--- src/rtl/scroll_sequencer.sv ---
// scroll_sequencer: step pacing, pause/single-step/restart control and HEX/LEDR display registers
// Ports:
//   clk, reset            clock and synchronous active-high reset
//   i_run_key             pause/resume toggle request (async level)
//   i_step_key            single-step request, honoured only while paused (async level)
//   i_restart_key         restart request (async level)
//   i_speed               rate select, step period = BASE_DIV >> i_speed
//   i_ledr_en, i_hex_en   commit enables sampled on each step
//   i_next_hex0..5        next segment patterns (active-low)
//   o_step                one-cycle advance strobe
//   o_sm_reset            reset to the scrolling state machine
//   o_hex0..5, o_ledr     display registers
//   o_paused              registered pause indicator
module scroll_sequencer #(
  parameter int BASE_DIV = 25_000_000,
  parameter int DIV_W    = 25
) (
  input  logic       clk,
  input  logic       reset,
  input  logic       i_run_key,
  input  logic       i_step_key,
  input  logic       i_restart_key,
  input  logic [1:0] i_speed,
  input  logic       i_ledr_en,
  input  logic       i_hex_en,
  input  logic [6:0] i_next_hex0,
  input  logic [6:0] i_next_hex1,
  input  logic [6:0] i_next_hex2,
  input  logic [6:0] i_next_hex3,
  input  logic [6:0] i_next_hex4,
  input  logic [6:0] i_next_hex5,
  output logic       o_step,
  output logic       o_sm_reset,
  output logic [6:0] o_hex0,
  output logic [6:0] o_hex1,
  output logic [6:0] o_hex2,
  output logic [6:0] o_hex3,
  output logic [6:0] o_hex4,
  output logic [6:0] o_hex5,
  output logic [9:0] o_ledr,
  output logic       o_paused
);

  typedef enum logic [1:0] {S_RUN, S_PAUSE, S_RESTART} state_t;

  localparam logic [DIV_W:0]   BASE     = (DIV_W + 1)'(BASE_DIV);
  localparam logic [DIV_W-1:0] CNT_INIT = DIV_W'(BASE_DIV - 1);

  state_t           r_state;
  state_t           w_state_next;
  logic [DIV_W-1:0] r_cnt;
  logic [DIV_W-1:0] w_cnt_next;
  logic [DIV_W-1:0] w_reload;
  logic [DIV_W:0]   w_div;
  logic             r_step;
  logic             w_step_next;
  logic             r_paused;
  logic [2:0]       r_sync1;
  logic [2:0]       r_sync2;
  logic [2:0]       r_key_d;
  logic [2:0]       r_pulse;
  logic             w_run_p;
  logic             w_step_p;
  logic             w_rst_p;
  logic [5:0][6:0]  r_hex;
  logic [5:0][6:0]  w_next_hex;
  logic [9:0]       r_ledr;

  // Key bits: 0 = run, 1 = step, 2 = restart. Pulse is registered, giving 3 cycles from key edge.
  always_ff @(posedge clk) begin
    if (reset) begin
      r_sync1 <= '0;
      r_sync2 <= '0;
      r_key_d <= '0;
      r_pulse <= '0;
    end else begin
      r_sync1 <= {i_restart_key, i_step_key, i_run_key};
      r_sync2 <= r_sync1;
      r_key_d <= r_sync2;
      r_pulse <= r_sync2 & ~r_key_d;
    end
  end

  assign w_run_p  = r_pulse[0];
  assign w_step_p = r_pulse[1];
  assign w_rst_p  = r_pulse[2];

  // Truncating after the subtract keeps BASE_DIV == 2**DIV_W correct (reload becomes all ones).
  assign w_div    = BASE >> i_speed;
  assign w_reload = DIV_W'(w_div - 1'b1);

  always_ff @(posedge clk) begin
    if (reset) begin
      r_state  <= S_RUN;
      r_cnt    <= CNT_INIT;
      r_step   <= 1'b0;
      r_paused <= 1'b0;
    end else begin
      r_state  <= w_state_next;
      r_cnt    <= w_cnt_next;
      r_step   <= w_step_next;
      r_paused <= (r_state == S_PAUSE);
    end
  end

  always_comb begin
    w_state_next = r_state;
    w_cnt_next   = r_cnt;
    w_step_next  = 1'b0;
    case (r_state)
      S_RUN: begin
        w_step_next  = (r_cnt == '0);
        w_cnt_next   = (r_cnt == '0) ? w_reload : r_cnt - 1'b1;
        w_state_next = w_run_p ? S_PAUSE : S_RUN;
      end
      S_PAUSE: begin
        w_state_next = w_run_p ? S_RUN : S_PAUSE;
        w_step_next  = w_step_p & ~w_run_p;
      end
      default: begin
        w_state_next = S_RUN;
        w_cnt_next   = w_reload;
      end
    endcase
    if (w_rst_p) begin
      w_state_next = S_RESTART;
      w_step_next  = 1'b1;
    end
  end

  assign w_next_hex = {i_next_hex5, i_next_hex4, i_next_hex3, i_next_hex2, i_next_hex1, i_next_hex0};

  // The restart cycle also raises step; clearing takes precedence over the commit there.
  always_ff @(posedge clk) begin
    if (reset || r_state == S_RESTART) begin
      r_hex  <= {6{7'h7F}};
      r_ledr <= '0;
    end else if (r_step) begin
      if (i_hex_en) r_hex <= w_next_hex;
      if (i_ledr_en) r_ledr <= (&r_ledr) ? '0 : {r_ledr[8:0], 1'b1};
    end
  end

  assign o_step     = r_step;
  assign o_sm_reset = reset | (r_state == S_RESTART);
  assign o_paused   = r_paused;
  assign o_ledr     = r_ledr;
  assign o_hex0     = r_hex[0];
  assign o_hex1     = r_hex[1];
  assign o_hex2     = r_hex[2];
  assign o_hex3     = r_hex[3];
  assign o_hex4     = r_hex[4];
  assign o_hex5     = r_hex[5];

endmodule

--- config.mk ---
export PLATFORM = sky130hd
export DESIGN_NAME = scroll_sequencer
export DESIGN_NICKNAME = d
export VERILOG_FILES = /design/src/rtl/scroll_sequencer.sv
export SDC_FILE = /design/constraint.sdc
export NUM_CORES = 1
export LEC_CHECK = 0
export CAP_MARGIN = 20
export CORE_UTILIZATION = 30
export CTS_BUF_LIST = sky130_fd_sc_hd__clkbuf_4 sky130_fd_sc_hd__clkbuf_8
export DETAILED_ROUTE_END_ITERATION = 12
export PLACE_DENSITY = 0.52
export SYNTH_ARGS = -nofsm -noshare
export SYNTH_HDL_FRONTEND = slang
export SYNTH_SLANG_ARGS = --single-unit
--- constraint.sdc ---
create_clock -name clk -period 4.67 [get_ports clk]
set_clock_uncertainty 0.15 [all_clocks]
set_input_delay 0.934 -clock clk [delete_from_list [all_inputs] [get_ports clk]]
set_output_delay 0.934 -clock clk [all_outputs]
set_load 0.005 [all_outputs]
==> results of run 1 <==
[per-stage QoR]
step,power [mW],hold WS (ns),area [µm²],utilization [%],cells
CTS,1.57,0.238,5230,42.8,730
floorplan,0.910,0.217,3820,-,463
global route,1.62,0.261,5230,42.8,730
global placement,0.985,0.222,5020,41.1,714
detailed placement,0.987,0.222,5020,41.1,714
finish,1.55,0.238,5230,42.8,730
[cell families (layout without fill, tap and decap cells)]
group / after synthesis / count (layout) / share of synthesized area, %
simple gates: 255 / 255 / 32.4
xor+xnor: 6 / 6 / 1.38
fa+ha+maj: 2 / 2 / 0.655
flops: 93 / 93 / 48.7
buf+inv: 35 / 134 / 3.63
compound gates: 71 / 71 / 12.9
mux: 1 / 1 / 0.295
[worst reg2reg max path, stage by stage (launching register included)]
cell and delay (ns):
sky130_fd_sc_hd__dfxtp_1 0.38, sky130_fd_sc_hd__or4_1 0.70, sky130_fd_sc_hd__nor4_2 0.50, sky130_fd_sc_hd__a21oi_1 0.35
sky130_fd_sc_hd__nor4_1 0.66, sky130_fd_sc_hd__a211oi_1 0.09
[routing by layer]
metal	wire length (µm)	part of all wire [%]	vias up	GRT usage, %
li1	-	-	1813	-
met1	4990	45	1729	22.1
met2	5210	47	118	27.1
met3	631	5.7	17	4.11
met4	214	1.9	0	6.84
met5	0	0	-	0
[how the worst max path moves through the flow]
stage	from	endpoint	depth (start not counted)
floorplan	reset	o_sm_reset	5
global placement	reset	o_sm_reset	4
detailed placement	reset	o_sm_reset	4
CTS	reset	o_sm_reset	4
global route	reset	o_sm_reset	4
finish	reset	o_sm_reset	4
[synth_stat cells, drive strengths merged (3+ instances only)]
cell,number
nand2,102
dfxtp,93
nand3,49
nor2,27
clkbuf,23
nor2b,14
a22oi,12
nor3,12
o21ai,12
a21oi,11
nor4,10
or4,10
inv,8
or3,8
a211oi,7
a31oi,5
nand2b,5
o41ai,5
buf,4
nand4,4
xor2,4
a21boi,3
o211ai,3
or2,3
[power groups by stage]
| stage | Sequential, mW | Clock [mW] | Combinational, mW |
|---|---|---|---|
| global placement | 0.853 | 0 | 0.132 |
| global route | 0.840 | 0.630 | 0.146 |
| detailed placement | 0.854 | 0 | 0.133 |
| CTS | 0.836 | 0.600 | 0.134 |
| finish | 0.836 | 0.580 | 0.133 |
| floorplan | 0.847 | 0 | 0.0623 |
[state kept, by name (all words and copies together), names as in the netlist]
| name | cells |
|---|---|
| o_hex1 | 7 |
| o_hex0 | 7 |
| r_pulse | 3 |
| r_sync2 | 3 |
| r_key_d | 3 |
| o_hex3 | 7 |
| o_step | 1 |
| o_ledr | 10 |
| o_hex5 | 7 |
| r_cnt | 25 |
| r_sync1 | 3 |
| o_hex4 | 7 |
| o_paused | 1 |
| r_state | 2 |
| o_hex2 | 7 |
[layout make-up]
type | count | area share (%)
clock inverter | 7 | 1.65
tap | 168 | 4.02
multi-input combinational | 335 | 35.0
inverter | 8 | 0.574
sequential | 93 | 35.6
clock buffer | 9 | 2.37
timing repair buffer | 110 | 20.8
==> impl_metrics.csv, run 1 <==
group,metric,value,unit
cts,cts_hold_repair_buffers,0,
synthesis,post_synthesis_cell_area,0.00382,mm²
cts,post_cts_setup_buffer_count,0,
grt,grt_antenna_before_repair,0,
cts,cts_repair_resize_count,0,
synthesis,mappedNetlistNets,516,
cts,tritoncts,"built",
route,detail-route-antenna-nets,0,
hold_path,hold-path-endpoint,"r_pulse[0]",
cts,cts_made_buffers,9,
die,die_width,115,µm
route,routed-via-count,3677,
worst_setup_path,worstRegToRegCells,5,
run_status,outcome,"finished, final reports clean",
power_and_ir_drop,power_per_cell_area,296,mW/mm²
die,rows,40,
cts,worst_skew_pair_latency,0.37,ns
hold_path,min-delay-path-class,"register to register",
worst_setup_path,worst_ep_required_time,3.59,ns
die,floorplan.initialDensity,31.3,%
worst_setup_path,path_max_fanout,11,
grt,grt_max_degree,43,
grt,vias_in_the_first_global_route,3378,
synthesis,synth_area_leader_cell,"sky130_fd_sc_hd__dfxtp_1",
worst_setup_path,critical_path_buf_inv_count,3,
cts,clockRootBuffer,"sky130_fd_sc_hd__clkbuf_8",
power_and_ir_drop,clockPowerShare,37.5,%
grt,grt-ovfl-total,0,
worst_setup_path,critPathKind,"input port to output pin",
placement,place.gp.congestion,0.905,
worst_setup_path,crit_slowest_cell,"sky130_fd_sc_hd__clkdlybuf4s50_1",
worst_setup_path,critical_path.top_delay_family,"buffers and inverters",
synthesis,synthesis.area_per_instance,8.25,µm²
cts,numClockSinks,93,
final_layout,design.final.nets,610,
hold_path,hold_path_startpoint,"r_key_d[0]",
die,floorplan.io_pins,106,
synthesis,ys_seq_area_share,48.7,%
final_layout,commonest_cells_after_routing_fill_and_taps_aside,"105 x sky130_fd_sc_hd__clkdlybuf4s50_1, 102 x sky130_fd_sc_hd__nand2_1, 93 x sky130_fd_sc_hd__dfxtp_1",
final_layout,layout_commonest_cell,"sky130_fd_sc_hd__clkdlybuf4s50_1",
final_layout,drive_above_1_share,5.87,%
route,routed_wire_length_per_instance,15.1,µm
timing,final.setup.worst_slack,1.18,ns
route,detail_route.iter0.violations,261,
synthesis,share_of_yosys_cell_area_claimed_by_the_top_area_cell_type,48.7,%
final_layout,antenna_cells,0,
die,core_area,0.0122,mm²
timing,rsz0062_at_grt,"false",
power_and_ir_drop,power.switching_fraction,25.8,%
route,drt_wl_total,11.0,mm
timing,layout_worst_path_cycle_share,74.7,%
power_and_ir_drop,intPower,1.15,mW
timing,finalCriticalPeriod,3.49,ns
placement,io_buffer_count,105,
worst_setup_path,crit_path_start_kind,"input port",
timing,timing.fmax,287,MHz
synthesis,yosys-top-cells-area,"sky130_fd_sc_hd__dfxtp_1 49%, sky130_fd_sc_hd__nand2_1 10%, sky130_fd_sc_hd__nand3_1 6.4%",
final_layout,area_delta_synth_final,36.9,%
final_layout,sequential_cell_area,0.00186,mm²
worst_setup_path,critPathMostFrequentCell,"sky130_fd_sc_hd__clkdlybuf4s50_1",
synthesis,synth_warnings,0,
worst_setup_path,r2r-start,"r_cnt[7]",
timing,slew_headroom,44.9,%
die,chipHeight,115,µm
grt,grtUsageTotal,17.0,%
cts,clock_transition_at_path_regs,0.10,ns
synthesis,async_flop_share,0,%
cts,clock_tree.htree_level_count,3,
worst_setup_path,arrival,2.40,ns
synthesis,synth_cells,463,
power_and_ir_drop,ir_worst_vdd,0.152,mV
route,vias_per_cell,5.04,
timing,slew_viol_final,0,
die,floorplan.die_area,0.0132,mm²
power_and_ir_drop,p_leak,2.01,nW
timing,setup_viol,0,
synthesis,flip_flop_and_latch_count_after_synthesis,93,
final_layout,footprint_of_the_multi_input_gates,0.00183,mm²
timing,finalHoldViolations,0,
placement,preCtsSetupSlack,1.17,ns
power_and_ir_drop,comb_power_share,8.6,%
timing,fin_setup_tns,0,ns
worst_setup_path,path_cells,"clkdlybuf4s50_1 > a21oi_4 > inv_1 > clkdlybuf4s50_1",
worst_setup_path,setup.reg_to_reg.worst_slack,1.70,ns
job,maxCapViolations,0,
worst_setup_path,critical_path.reg2reg.endpoint,"r_cnt[21]",
synthesis,number_of_enable_type_register_cells_in_the_synthesized_netlist,0,
power_and_ir_drop,net-switching-power,0.399,mW
route,post-route-drc-count,0,
route,firstDrtPassIters,5,
timing,worst-slew-pin-transition,0.819,ns
synthesis,synth_cell_type_count,51,
power_and_ir_drop,sequential_group_share_of_total_power,53.9,%
placement,dpl_wire_length,7.68,mm
worst_setup_path,worst_path_max_stage_delay,0.57,ns
synthesis,synth-main-ff-cell,"sky130_fd_sc_hd__dfxtp_1",
hold_path,hold_depth,1,
final_layout,fillers,1309,
cts,cts_buffer_depth,2,
worst_setup_path,timing.critical_path.to_type,"output pin",
grt,first_pass_grt_wire_length,17.4,mm
Power figures use the tool's default switching activity.
==> run 2, diff against run 1 <==
==> constraint.sdc (replaced) <==
create_clock -name clk -period 3.35 [get_ports clk]
set_clock_uncertainty 0.15 [all_clocks]
set_input_delay 0.67 -clock clk [delete_from_list [all_inputs] [get_ports clk]]
set_output_delay 0.67 -clock clk [all_outputs]
set_load 0.005 [all_outputs]
==> impl_metrics.csv, run 2 (synthesis gave the netlist of run 1 again) <==
group,metric,value,unit
grt,grtUsageTotal,17.0,%
worst_setup_path,crit_path_start_kind,"register",
placement,io_buffer_count,105,
final_layout,commonest_cells_after_routing_fill_and_taps_aside,"105 x sky130_fd_sc_hd__clkdlybuf4s50_1, 102 x sky130_fd_sc_hd__nand2_1, 93 x sky130_fd_sc_hd__dfxtp_1",
run_status,outcome,"finished, final reports clean",
cts,cts_made_buffers,9,
timing,worst-slew-pin-transition,0.839,ns
cts,numClockSinks,93,
power_and_ir_drop,power.switching_fraction,24.4,%
timing,finalHoldViolations,0,
route,post-route-drc-count,0,
final_layout,drive_above_1_share,6.54,%
route,drt_wl_total,10.9,mm
final_layout,fillers,1255,
cts,cts_repair_resize_count,0,
worst_setup_path,critPathKind,"register to register",
cts,clock_tree.htree_level_count,3,
power_and_ir_drop,clockPowerShare,37.0,%
route,routed_wire_length_per_instance,14.9,µm
cts,cts_buffer_depth,2,
route,detail_route.iter0.violations,221,
power_and_ir_drop,power_per_cell_area,408,mW/mm²
die,core_area,0.0122,mm²
hold_path,min-delay-path-class,"register to register",
worst_setup_path,critical_path.top_delay_family,"simple AND/OR/NAND/NOR gates",
worst_setup_path,worst_ep_required_time,3.45,ns
hold_path,hold_depth,1,
die,floorplan.io_pins,106,
job,maxCapViolations,0,
die,chipHeight,115,µm
power_and_ir_drop,p_leak,2.03,nW
worst_setup_path,crit_slowest_cell,"sky130_fd_sc_hd__or4_1",
power_and_ir_drop,sequential_group_share_of_total_power,54.1,%
placement,placed_area,0.00505,mm²
final_layout,layout_commonest_cell,"sky130_fd_sc_hd__clkdlybuf4s50_1",
die,die_width,115,µm
final_layout,footprint_of_the_multi_input_gates,0.00183,mm²
placement,place.gp.congestion,0.911,
timing,rsz0062_at_grt,"false",
final_layout,fin_cells,734,
grt,grt-ovfl-total,0,
timing,hold_ws,0.234,ns
die,floorplan.initialDensity,31.3,%
power_and_ir_drop,net-switching-power,0.525,mW
timing,finalCriticalPeriod,2.85,ns
worst_setup_path,path_max_fanout,11,
cts,worst_skew_pair_latency,0.36,ns
worst_setup_path,path_cells,"or4_1 > or4_4 > o21ai_2 > nor4b_1 > a311o_1",
grt,first_pass_grt_wire_length,17.4,mm
final_layout,largest_register,"r_cnt",
hold_path,hold-path-endpoint,"r_pulse[0]",
worst_setup_path,worstRegToRegCells,5,
final_layout,design.final.nets,614,
placement,post-place-cells,718,
grt,grt_antenna_before_repair,0,
worst_setup_path,worst_path_max_stage_delay,0.68,ns
route,firstDrtPassIters,4,
timing,slew_headroom,43.5,%
worst_setup_path,arrival,2.95,ns
final_layout,antenna_cells,0,
hold_path,hold_path_startpoint,"r_key_d[0]",
worst_setup_path,setup.reg_to_reg.worst_slack,0.50,ns
die,rows,40,
final_layout,sequential_cell_area,0.00186,mm²
worst_setup_path,critical_path.reg2reg.endpoint,"r_cnt[15]",
die,floorplan.die_area,0.0132,mm²
cts,cts_hold_repair_buffers,0,
route,detail-route-antenna-nets,0,
worst_setup_path,r2r-start,"r_cnt[7]",
final_layout,area_delta_synth_final,37.8,%
cts,clock_transition_at_path_regs,0.09,ns
timing,setup_viol,0,
grt,grt_max_degree,43,
power_and_ir_drop,comb_power_share,8.8,%
route,routed-via-count,3680,
timing,timing.fmax,351,MHz
grt,vias_in_the_first_global_route,3410,
final_layout,largest_register_ffs,25,
timing,fin_setup_tns,0,ns
cts,tritoncts,"built",
cts,clockRootBuffer,"sky130_fd_sc_hd__clkbuf_8",
timing,slew_viol_final,0,
worst_setup_path,critical_path_buf_inv_count,0,
power_and_ir_drop,ir_worst_vdd,0.208,mV
placement,dpl_wire_length,7.74,mm
cts,post_cts_setup_buffer_count,0,
timing,layout_worst_path_cycle_share,85.0,%
route,vias_per_cell,5.01,
worst_setup_path,timing.critical_path.to_type,"register",
power_and_ir_drop,intPower,1.63,mW
final_layout,postLayoutCellArea,0.00527,mm²
## run 2: cell types whose count changed in the layout (fill, tap and decap cells not counted)
cell                         before  now
sky130_fd_sc_hd__clkbuf_8         9   10
sky130_fd_sc_hd__buf_4            5    9
sky130_fd_sc_hd__inv_6            3    1
sky130_fd_sc_hd__clkbuf_4         0    1
sky130_fd_sc_hd__inv_8            2    1
sky130_fd_sc_hd__clkinv_4         0    2
sky130_fd_sc_hd__clkinvlp_4       1    0
## run 2: per-layer routing
metal  part of all wire, %  vias to the layer above  track usage (%)
met3                   6.5                       18             4.11
met2                    46                      132             27.7
met4                   1.9                        0             7.10
met5                     0                        -                0
li1                      -                     1837                -
met1                    45                     1693             21.4
## run 2: stage by stage
step / power, mW / setup WS, ns / util (%)
2_1_floorplan: 1.27 / 0.862 / -
3_5_place_dp: 1.38 / 0.560 / 41.4
4_1_cts: 2.18 / 0.534 / 43.1
6_report: 2.15 / 0.504 / 43.1
3_3_place_gp: 1.38 / 0.626 / 41.4
5_1_grt: 2.26 / 0.385 / 43.1
## run 2: worst max path at each step
stage              from    endpoint  slack [ns]  depth (start not counted)
4_1_cts        r_cnt[7]   r_cnt[15]        0.53                          5
5_1_grt        r_cnt[7]   r_cnt[15]        0.39                          5
6_report       r_cnt[7]   r_cnt[15]        0.50                          5
3_3_place_gp   r_cnt[7]   r_cnt[15]        0.63                          5
3_5_place_dp   r_cnt[7]   r_cnt[15]        0.56                          5
2_1_floorplan     reset  o_sm_reset        0.86                          5
## run 2: power by group through the flow
stage	Clock, mW	Sequential (mW)	Combinational [mW]
floorplan	0	1.18	0.0868
global placement	0	1.19	0.188
detailed placement	0	1.19	0.190
CTS	0.828	1.16	0.191
global route	0.882	1.17	0.210
finish	0.796	1.16	0.190
## run 2: final cells by class
type                            count  share of cell area [%]
Clock inverter                      5                    1.28
Tap cell                          168                    3.99
Inverter                            8                   0.570
Sequential cell                    93                    35.4
Clock buffer                       11                    2.76
Multi-Input combinational cell    335                    34.8
Timing Repair Buffer              114                    21.2
==> run 3, diff against run 2 <==
==> constraint.sdc (replaced) <==
create_clock -name clk -period 2.68 [get_ports clk]
set_clock_uncertainty 0.15 [all_clocks]
set_input_delay 0.536 -clock clk [delete_from_list [all_inputs] [get_ports clk]]
set_output_delay 0.536 -clock clk [all_outputs]
set_load 0.005 [all_outputs]
==> impl_metrics.csv, run 3 (synthesis gave the netlist of run 1 again) <==
group,metric,value,unit
final_layout,largest_register,"r_cnt",
final_layout,footprint_of_the_multi_input_gates,0.00184,mm²
worst_setup_path,critical_path.reg2reg.endpoint,"r_cnt[15]",
power_and_ir_drop,p_leak,2.13,nW
route,route.top_layer_used,"met4",
worst_setup_path,critPathKind,"register to register",
final_layout,layout_commonest_cell,"sky130_fd_sc_hd__clkdlybuf4s50_1",
die,core_area,0.0122,mm²
die,die_width,115,µm
route,routed_wire_length_per_instance,15.2,µm
final_layout,commonest_cells_after_routing_fill_and_taps_aside,"105 x sky130_fd_sc_hd__clkdlybuf4s50_1, 102 x sky130_fd_sc_hd__nand2_1, 93 x sky130_fd_sc_hd__dfxtp_1",
worst_setup_path,worstRegToRegCells,6,
run_status,outcome,"finished, final reports clean",
power_and_ir_drop,power_per_cell_area,484,mW/mm²
route,wl_met1,5.33,mm
worst_setup_path,worst_ep_required_time,2.81,ns
cts,clock_tree.htree_level_count,3,
placement,place.gp.congestion,0.928,
worst_setup_path,arrival,2.68,ns
cts,clock_transition_at_path_regs,0.10,ns
route,drt_wl_total,11.5,mm
final_layout,design.final.nets,636,
final_layout,drive_above_1_share,10.0,%
timing,slew_headroom,61.5,%
final_layout,sequential_cell_area,0.00186,mm²
placement,io_buffer_count,105,
cts,post_cts_setup_buffer_count,0,
die,floorplan.io_pins,106,
hold_path,hold_path_startpoint,"r_key_d[0]",
worst_setup_path,path_max_fanout,7,
die,floorplan.initialDensity,31.3,%
hold_path,hold-path-endpoint,"r_pulse[0]",
route,post-route-drc-count,0,
route,routed-via-count,3837,
route,firstDrtPassIters,5,
timing,layout_worst_path_cycle_share,95.2,%
worst_setup_path,crit_slowest_cell,"sky130_fd_sc_hd__or4_1",
route,vias_per_cell,5.08,
timing,fin_setup_tns,0,ns
die,floorplan.die_area,0.0132,mm²
placement,dpl_wire_length,8.33,mm
cts,clockRootBuffer,"sky130_fd_sc_hd__clkbuf_8",
worst_setup_path,setup.reg_to_reg.worst_slack,0.13,ns
grt,vias_in_the_first_global_route,3352,
worst_setup_path,critPathMostFrequentCell,"sky130_fd_sc_hd__or4_1",
power_and_ir_drop,ir_worst_vdd,0.245,mV
cts,worst_skew_pair_latency,0.38,ns
grt,first_pass_grt_wire_length,17.9,mm
cts,numClockSinks,93,
worst_setup_path,path_cells,"or4_1 > or4_1 > buf_4 > nor2_2 > o21ai_0 > a311o_1",
grt,grt_antenna_before_repair,0,
route,detail_route.iter0.violations,268,
die,chipHeight,115,µm
timing,finalCriticalPeriod,2.55,ns
worst_setup_path,r2r-start,"r_cnt[13]",
worst_setup_path,worst_path_max_stage_delay,0.62,ns
route,met2_wirelength,5.28,mm
timing,slew_viol_final,0,
final_layout,fin_cells,756,
final_layout,fillers,1278,
final_layout,antenna_cells,0,
timing,setup_viol,0,
route,detail-route-antenna-nets,0,
final_layout,largest_register_ffs,25,
final_layout,area_delta_synth_final,42.0,%
worst_setup_path,crit_path_start_kind,"register",
timing,finalHoldViolations,0,
job,maxCapViolations,0,
grt,grt_max_degree,43,
hold_path,min-delay-path-class,"register to register",
die,rows,40,
cts,cts_made_buffers,9,
hold_path,hold_depth,1,
final_layout,final_util,44.4,%
timing,timing.fmax,392,MHz
cts,cts_repair_resize_count,0,
grt,grt-ovfl-total,0,
cts,tritoncts,"built",
grt,grtUsageTotal,17.6,%
cts,cts_buffer_depth,2,
worst_setup_path,timing.critical_path.to_type,"register",
placement,post-place-cells,740,
timing,rsz0062_at_grt,"false",
cts,cts_hold_repair_buffers,0,
timing,worst-slew-pin-transition,0.576,ns
route,met3WireLength,630,µm
## run 3: through the flow
stage / setup slack, ns / power, mW / hold slack (ns) / instance area (µm²)
2_1_floorplan: 0.209 / 1.59 / 0.217 / 3820
3_3_place_gp: 0.126 / 1.74 / 0.222 / 5230
3_5_place_dp: 0.105 / 1.74 / 0.225 / 5230
4_1_cts: 0.0798 / 2.67 / 0.240 / 5420
5_1_grt: 0.00525 / 2.76 / 0.251 / 5430
6_report: 0.130 / 2.63 / 0.236 / 5430
## run 3: worst max-delay path by stage
stage                          from        end  slack, ns  cells after the start
after CTS                  r_cnt[0]  r_cnt[17]       0.08                      8
after detailed placement   r_cnt[0]  r_cnt[17]       0.11                      8
after global placement     r_cnt[0]  r_cnt[17]       0.13                      8
after floorplan            r_cnt[7]  r_cnt[15]       0.21                      7
after global routing       r_cnt[0]   r_cnt[5]      0.005                      7
final                     r_cnt[13]  r_cnt[15]       0.13                      6
## run 3: layout make-up
type	count	share of cell area (%)
timing repair buffer	136	23.9
tap	168	3.87
clock inverter	6	0.968
sequential	93	34.3
multi-input combinational	335	33.9
inverter	8	0.553
clock buffer	10	2.54
## run 3: routing by layer
layer  vias up  track usage, %
met5         -               0
met4         0            8.40
met3        21            3.85
met2       131            27.3
met1      1813            23.3
li1       1872               -
## run 3: critical path, delay by kind of cell, from the launching register on
| family | cells | cell delay [ns] |
|---|---|---|
| buffers and inverters | 1 | 0.18 |
| AND/OR/NAND/NOR | 3 | 1.31 |
| AO/OA/AOI/OAI | 2 | 0.45 |
| flip-flops | 1 | 0.37 |
## run 3: power breakdown
group | internal, mW | switching, mW | total (mW)
combinational | 0.145 | 0.112 | 0.257
clock | 0.377 | 0.539 | 0.917
sequential | 1.42 | 0.0345 | 1.45
